==> src/rtl/pattern_gen.sv <==
// -----------------------------------------------------------------------------
// pattern_gen
//
// Serial pattern generator. On a start request it latches a 1..WIDTH-bit
// pattern and sends it MSB-first (pat[len] first), one bit per clock. The
// pattern is repeated rep times, or continuously when rep is 0, until stop.
// A one-cycle done pulse follows the last bit or a stop. All outputs are
// registered.
//
// Parameters
//   WIDTH  maximum pattern length in bits
//   LEN_W  width of len (2**LEN_W >= WIDTH)
//   CNT_W  width of rep and of the internal repeat counter
//
// Ports
//   clk    in   clock, all logic on the rising edge
//   rst    in   synchronous active-high reset
//   start  in   start request, sampled only while idle
//   pat    in   pattern bits, pat[len:0] used
//   len    in   pattern length minus one
//   rep    in   repetition count, 0 = continuous until stop
//   stop   in   terminate after the current bit, honoured while sending
//   x      out  serial data bit, 0 when valid is 0
//   valid  out  x carries a pattern bit
//   frame  out  first bit of each repetition
//   busy   out  stream in progress
//   done   out  one-cycle pulse after the last bit or a stop
// -----------------------------------------------------------------------------
module pattern_gen #(
  parameter int WIDTH = 8,
  parameter int LEN_W = 3,
  parameter int CNT_W = 4
) (
  input  logic             clk,
  input  logic             rst,
  input  logic             start,
  input  logic [WIDTH-1:0] pat,
  input  logic [LEN_W-1:0] len,
  input  logic [CNT_W-1:0] rep,
  input  logic             stop,
  output logic             x,
  output logic             valid,
  output logic             frame,
  output logic             busy,
  output logic             done
);

  localparam logic [1:0] IDLE = 2'd0;
  localparam logic [1:0] SEND = 2'd1;
  localparam logic [1:0] DONE = 2'd2;

  localparam int                PAT_EXT_W = 2 ** LEN_W;
  localparam logic [LEN_W-1:0]  IDX_ONE   = {{(LEN_W-1){1'b0}}, 1'b1};
  localparam logic [CNT_W-1:0]  CNT_ONE   = {{(CNT_W-1){1'b0}}, 1'b1};

  logic [1:0]       state_reg, state_next;
  logic [LEN_W-1:0] idx_reg,   idx_next;
  logic [CNT_W-1:0] rcnt_reg,  rcnt_next;
  logic [WIDTH-1:0] pat_reg,   pat_next;
  logic [LEN_W-1:0] len_reg,   len_next;
  logic [CNT_W-1:0] rep_reg,   rep_next;

  logic x_reg, valid_reg, frame_reg, busy_reg, done_reg;
  logic x_next, valid_next, frame_next, busy_next, done_next;

  // The pattern widened to the full index range of len, so any idx value
  // selects a defined bit; positions at or above WIDTH read as 0.
  logic [PAT_EXT_W-1:0] pat_ext;

  generate
    for (genvar gi = 0; gi < PAT_EXT_W; gi++) begin : g_pat_ext
      if (gi < WIDTH) begin : g_bit
        assign pat_ext[gi] = pat_next[gi];
      end else begin : g_pad
        assign pat_ext[gi] = 1'b0;
      end
    end
  endgenerate

  // Next-state logic
  always_comb begin
    state_next = state_reg;
    idx_next   = idx_reg;
    rcnt_next  = rcnt_reg;
    pat_next   = pat_reg;
    len_next   = len_reg;
    rep_next   = rep_reg;

    case (state_reg)
      IDLE: begin
        if (start) begin
          state_next = SEND;
          pat_next   = pat;
          len_next   = len;
          rep_next   = rep;
          idx_next   = len;
          rcnt_next  = rep;
        end
      end

      SEND: begin
        if (stop) begin
          state_next = DONE;
        end else if (idx_reg != '0) begin
          idx_next = idx_reg - IDX_ONE;
        end else if (rep_reg == '0 || rcnt_reg > CNT_ONE) begin
          // Wrap to the next repetition; a continuous stream keeps rcnt frozen.
          idx_next = len_reg;
          if (rep_reg != '0) begin
            rcnt_next = rcnt_reg - CNT_ONE;
          end
        end else begin
          state_next = DONE;
        end
      end

      DONE: begin
        state_next = IDLE;
      end

      default: begin
        state_next = IDLE;
      end
    endcase
  end

  // Outputs are derived from the upcoming state so that they are registered
  // and line up with the cycle the state is in.
  always_comb begin
    busy_next  = (state_next == SEND);
    valid_next = busy_next;
    x_next     = busy_next & pat_ext[idx_next];
    frame_next = busy_next & (idx_next == len_next);
    done_next  = (state_next == DONE);
  end

  always_ff @(posedge clk) begin
    if (rst) begin
      state_reg <= IDLE;
      idx_reg   <= '0;
      rcnt_reg  <= '0;
      pat_reg   <= '0;
      len_reg   <= '0;
      rep_reg   <= '0;
      x_reg     <= 1'b0;
      valid_reg <= 1'b0;
      frame_reg <= 1'b0;
      busy_reg  <= 1'b0;
      done_reg  <= 1'b0;
    end else begin
      state_reg <= state_next;
      idx_reg   <= idx_next;
      rcnt_reg  <= rcnt_next;
      pat_reg   <= pat_next;
      len_reg   <= len_next;
      rep_reg   <= rep_next;
      x_reg     <= x_next;
      valid_reg <= valid_next;
      frame_reg <= frame_next;
      busy_reg  <= busy_next;
      done_reg  <= done_next;
    end
  end

  assign x     = x_reg;
  assign valid = valid_reg;
  assign frame = frame_reg;
  assign busy  = busy_reg;
  assign done  = done_reg;

endmodule

==> config.mk <==
export PLATFORM = sky130hd
export DESIGN_NAME = pattern_gen
export DESIGN_NICKNAME = d
export VERILOG_FILES = /design/src/rtl/pattern_gen.sv
export SDC_FILE = /design/constraint.sdc
export NUM_CORES = 1
export LEC_CHECK = 0
export BUFFER_PORTS_ARGS = -buffer_cell sky130_fd_sc_hd__buf_2
export CORE_ASPECT_RATIO = 1.1
export CORE_MARGIN = 3
export CORE_UTILIZATION = 38
export DETAILED_ROUTE_END_ITERATION = 10
export HOLD_SLACK_MARGIN = 0.02
export PLACE_DENSITY = 0.54
export SLEW_MARGIN = 20
export SYNTH_ARGS = -nofsm -noshare
export SYNTH_HDL_FRONTEND = slang
export SYNTH_SLANG_ARGS = --single-unit
export TNS_END_PERCENT = 30
==> constraint.sdc <==
create_clock -name clk -period 5.7 [get_ports clk]
set_input_delay 0 -clock clk [delete_from_list [all_inputs] [get_ports clk]]
set_output_delay 0 -clock clk [all_outputs]
set_load 0.02 [all_outputs]
Word-level counts from Yosys, hierarchy flattened --
Cells that the tools add are included.
Operators by class: $add $sub $neg 2, order comparisons 2, equality and inequality tests 9, muxes and demuxes 22, bitwise gates (word level) 2, reduce and logical (&&, ||, !) cells 8
Operators with widths (count):
- 4-bit two-way mux | 5
- 3-bit two-way mux | 6
- 8-bit two-way mux | 2
- 2-bit != test, second input constant | 5
- 2-bit two-way mux | 4
- 4-bit one-hot mux with 2 select lines | 1
- 3-bit one-hot mux with 2 select lines | 1
- 6-bit AND reduction | 1
- 2-bit by 1-bit equality test with 1-bit output, second input constant | 2
- 4-bit by 1-bit greater-than comparator with 1-bit output, second input constant | 1
- 4-bit zero test | 1
- 3-bit by 4-bit < comparator with 1-bit output, second input constant | 1
- 2-bit one-hot mux with 2 select lines | 1
- 4-bit nonzero test | 1
- 4-bit by 1-bit subtractor with 4-bit output, second input constant | 1
- 1-bit binary-select mux with 3-bit select | 1
- 3-bit equality test | 1
- 3-bit nonzero test | 1
- 3-bit by 1-bit subtractor with 3-bit output, second input constant | 1
- 1-bit AND | 2
- 2-bit equality test, second input constant | 1
- 2-bit zero test | 1
- 2-bit AND reduction | 1
- 2-bit nonzero test | 1
- other kinds (2) | 2
Storage, ports and cells: bits in registers 28, input port bits 19, output and inout bits 5, word-level logic and storage cells 55

Longest topological paths before layout --
depth in word-level cells 9, mapped depth 10, gate-level depth less buffers 10

Worst setup path before layout --
No wires, ideal clock.
kind reg-to-reg, from register rcnt_reg[0], to register x_reg (netlist: x), library setup time 0.128 ns, arrival time 2.124 ns, data required time 5.572 ns, setup slack 3.448 ns, cell stages (with the launch flop) 10, path buffers 0, clock period less this slack 2.252 ns, cells stage by stage dfxtp_1 -> inv_1 -> ha_1 -> or2_2 -> and3_4 -> mux2i_4 -> or3_1 -> o32a_1 -> o21ai_0 -> nand4b_1
On the way: word-level cells in the longest chain between the ends 9, elaborated cells between the ends (all ways) 14, those cells by class 1 x order compare; 1 x eq/ne; 10 x mux; 1 x bitwise; 1 x reduce/logical
Ends and longest elaborated chain:
- start, declared | RTL line 58 | logic [CNT_W-1:0] rcnt_reg, rcnt_next;
- start signal, assigned | RTL line 153 | rcnt_reg <= rcnt_next;
- 4-bit by 1-bit greater-than comparator with 1-bit output * | RTL line 106 | end else if (rep_reg == '0 || rcnt_reg > CNT_ONE) begin
- 1-bit logical OR * | RTL line 106
- 3-bit two-way mux | RTL line 106
- 3-bit two-way mux | RTL line 104 | end else if (idx_reg != '0) begin
- 3-bit two-way mux | RTL line 102 | if (stop) begin
- 3-bit one-hot mux with 2 select lines | RTL line 89 | case (state_reg)
- 1-bit binary-select mux with 3-bit select | RTL line 132 | x_next = busy_next & pat_ext[idx_next];
- 1-bit two-way mux (not written as such) | RTL line 132
- 1-bit AND * | RTL line 132
- end signal, assigned | RTL line 157 | x_reg <= x_next;
- end, declared | RTL line 63 | logic x_reg, valid_reg, frame_reg, busy_reg, done_reg;
Mark *: on every way between the ends. The rest lies on a longest branch, timed or not. The select of a mux whose other input is x is not followed. A chain may end at the register's enable or synchronous reset.

Final worst setup path --
from register state_reg[0], to register x_reg (netlist: x)
On the way: word-level cells in the longest chain between the ends 6, elaborated cells between the ends (all ways) 13, those cells by class 2 x eq/ne; 9 x mux; 1 x bitwise; 1 x reduce/logical
Ends and longest elaborated chain:
- start, declared | RTL line 56 | logic [1:0] state_reg, state_next;
- start signal, assigned | RTL line 151 | state_reg <= state_next;
- branches (longest 5 deep; another with 3-bit one-hot mux with 2 select lines)
- 1-bit AND * | RTL line 132
Every way passes the cells marked *. The select of a mux whose other input is x is not followed.

==> metrics.md <==
| Metric | Value |
|---|---|
| Status | `finished clean` |
| Hold crit path type | `in2reg` |
| Ys async rst share | `0%` |
| Die Wd | `67.07 um` |
| Critical path type | `reg2reg` |
| Post-DRT Antenna Nets | `0` |
| Leading area contributor after synthesis | `dfxtp_1` |
| RSZ-0062 raised after global routing | `no` |
| Yosys reg bits | `28` |
| Post-layout instance area | `1889 um2` |
| WHS | `0.04726 ns` |
| Synthesis warning total | `0` |
| Slowest CP cell | `or3b_1` |
| DR DRC count | `0` |
| Die ar. | `4908 um2` |
| Slew Limit Fails | `0` |
| Setup_tns | `0 ns` |
| Antenna Cells | `0` |
| FF/Latch Area | `560.5 um2` |
| Worst Path Required | `5.86 ns` |
| Synth-to-Final Area Change | `21.19%` |
| Final setup violation count | `0` |
| CTS clock-pin slew for the worst setup and hold paths | `0.10 ns` |
| Final Hold Vio Count | `0` |
| Total of max-cap violations | `0` |
| Top post-synthesis cells by area | `dfxtp_1 36%, nand2_1 9.1%, a21oi_1 9.0%` |
| Initial antenna violation count | `0` |
| Share of post-route cells with drive strength above 1 | `17.03%` |
| Clk buf depth | `2` |
| Tot GR Track Use | `18.16%` |
| Worst path buffer plus inverter count | `0` |
| Drt wl/cell | `14.32 um` |
| TritonCTS Sinks | `28` |
| Worst-Skew Late Latency | `0.28 ns` |
| Core area | `3799 um2` |
| Post-placement cell area | `1708 um2` |
| Max FFs per register | `8` |
| Worst Setup Start Kind | `flip-flop` |
| Crit path cell chain | `or3b_1 > o221ai_2 > a211oi_1 > o2111ai_1 > o22ai_1 > nand4b_1` |
| CP arrival | `2.73 ns` |
| Ports | `24` |
| Max FO, Critical Path | `23` |
| TritonCTS clock tree | `built` |
| Mapped Avg Cell Area | `7.874 um2` |
| 1st-pass router iterations | `4` |
| Dominant delay contributor by cell family on the critical path | `compound AO/OA/AOI/OAI gates` |
| Post-Syn Area | `1559 um2` |
| Post-Synthesis Cells | `198` |
| Pwr Density | `262.3 nW/um2` |
| Chip height | `73.18 um` |
| Fill count | `408` |
| Relative slew slack | `45.27%` |
| Lkg Pwr | `0.7545 nW` |
| Wire length of the first global-routing pass | `6858 um` |
| Peak Freq | `387.9 MHz` |
| Worst-margin pin slew | `0.8209 ns` |
| Total CTS buffers | `3` |
| Htree depth | `1` |
| Unique cell type count in the Yosys netlist | `49` |
| Synth top area share | `35.96%` |
| GPL Wtd Cong | `0.9027` |
| Initial Util | `41.04%` |
| Crit end category | `flip-flop` |
| Number of synthesized flops with an enable pin | `0` |
| Tmin final | `2.578 ns` |
| Clk root buf | `clkbuf_8` |
| Drt total wl | `3995 um` |
| NumNets Final | `254` |
| Primary FF master, synth | `dfxtp_1` |
| 1st-iter DRT viols | `134` |
| Via count | `1513` |
| Seq/Total Area, Yosys | `35.96%` |
| Max VDD drop | `129.6 uV` |
| Delay of the slowest cell on the worst path | `0.72 ns` |
| Gr ovfl total | `0` |
| Clk_skew | `0.007223 ns` |
| Largest net degree at the start of global routing | `27` |
| Vias in the first global route | `1444` |
| DP HPWL | `2853 um` |
| Syn_nets | `221` |
| Multi-input gate area | `920.9 um2` |
| Crit share post-route | `45.22%` |
| I/O Buffers | `23` |
| DR vias/cell | `5.423` |
| Std cell rows | `23` |
## worst paths after layout
path | from | to | slack, ns | cells after the start
hold / removal | stop | done | 0.05 | 3
setup reg to reg | state_reg[0] | x | 3.12 | 6
setup / recovery | state_reg[0] | x | 3.12 | 6
hold reg to reg | rep_reg[2] | rep_reg[2] | 0.46 | 2
## placed cells by master, fill, tap and decap left out, types with 3 or more instances in the layout
master,n
a211oi_1,4
a21oi_1,28
buf_2,23
clkbuf_8,3
dfxtp_1,28
dlygate4sd3_1,14
ha_1,4
inv_1,10
nand2_1,38
nand2b_1,3
nor2_1,16
nor3_1,5
o21ai_0,3
o22ai_1,4
## cells in the mapped netlist (all sizes together), types with 2 or more instances
| cell type | n |
|---|---|
| o2111ai | 2 |
| nand4 | 2 |
| a21oi | 28 |
| nor4b | 2 |
| a311oi | 2 |
| o21a | 2 |
| dfxtp | 28 |
| nand2b | 3 |
| mux2i | 2 |
| nor2 | 17 |
| nor3b | 3 |
| ha | 4 |
| o22ai | 4 |
| nand2 | 38 |
| o21ai | 3 |
| a211oi | 4 |
| o32a | 2 |
| o2111a | 2 |
| clkbuf | 9 |
| inv | 11 |
| nor3 | 5 |
| or3b | 3 |
## per-layer routing
layer	vias up	part of all wire (%)	global-route usage (%)
met1	692	47	24.29
met4	0	2.3	6.306
li1	766	-	-
met5	-	0	0
met3	8	4.6	2.311
met2	47	46	29.80
## power breakdown
part           switching [W]  internal [W]  leakage (nW)
Clock              0.0000614     0.0000475        0.0216
Combinational      0.0000924     0.0000668         0.503
Sequential         0.0000145      0.000213         0.230
## stage by stage
step / utilization, % / std cells / total power (W) / setup slack, ns
after floorplan: - / 198 / 0.0003440 / 3.448
after global placement: 44.96 / 262 / 0.0003798 / 3.288
after detailed placement: 44.96 / 262 / 0.0003822 / 3.149
after CTS: 49.74 / 279 / 0.0004984 / 3.137
after global routing: 49.74 / 279 / 0.0005296 / 2.876
final: 49.74 / 279 / 0.0004955 / 3.122
## cell families (layout without fill, tap and decap cells)
family	count (synthesis)	in the layout	synth area share (%)
muxes	2	2	2.087
AOI/OAI and AO/OA	59	59	26.40
buffers and inverters	21	52	5.297
adders and majority gates	4	4	3.210
xor gates and xnor gates	2	2	1.124
and+or+nand+nor	82	82	25.93
DFF	28	28	35.96
## cell type report
cell class,instances,share of cell area [%]
clock buffer,3,2.185
timing repair buffer,38,13.91
sequential,28,29.67
tap,50,3.311
inverter,11,2.185
multi-input combinational,149,48.74
## worst min-delay path, stage by stage
cell and delay [ns]:
buf_2 0.12, inv_1 0.09, a211oi_1 0.07
## what timing repair did
item	in CTS	in global routing
hold endpoints to repair	15	0
gates resized for setup	0	0
endpoints found under the setup margin	0	0
setup buffers	0	0
hold buffers	14	0
No activity file was read; power rests on OpenSTA's default activity.
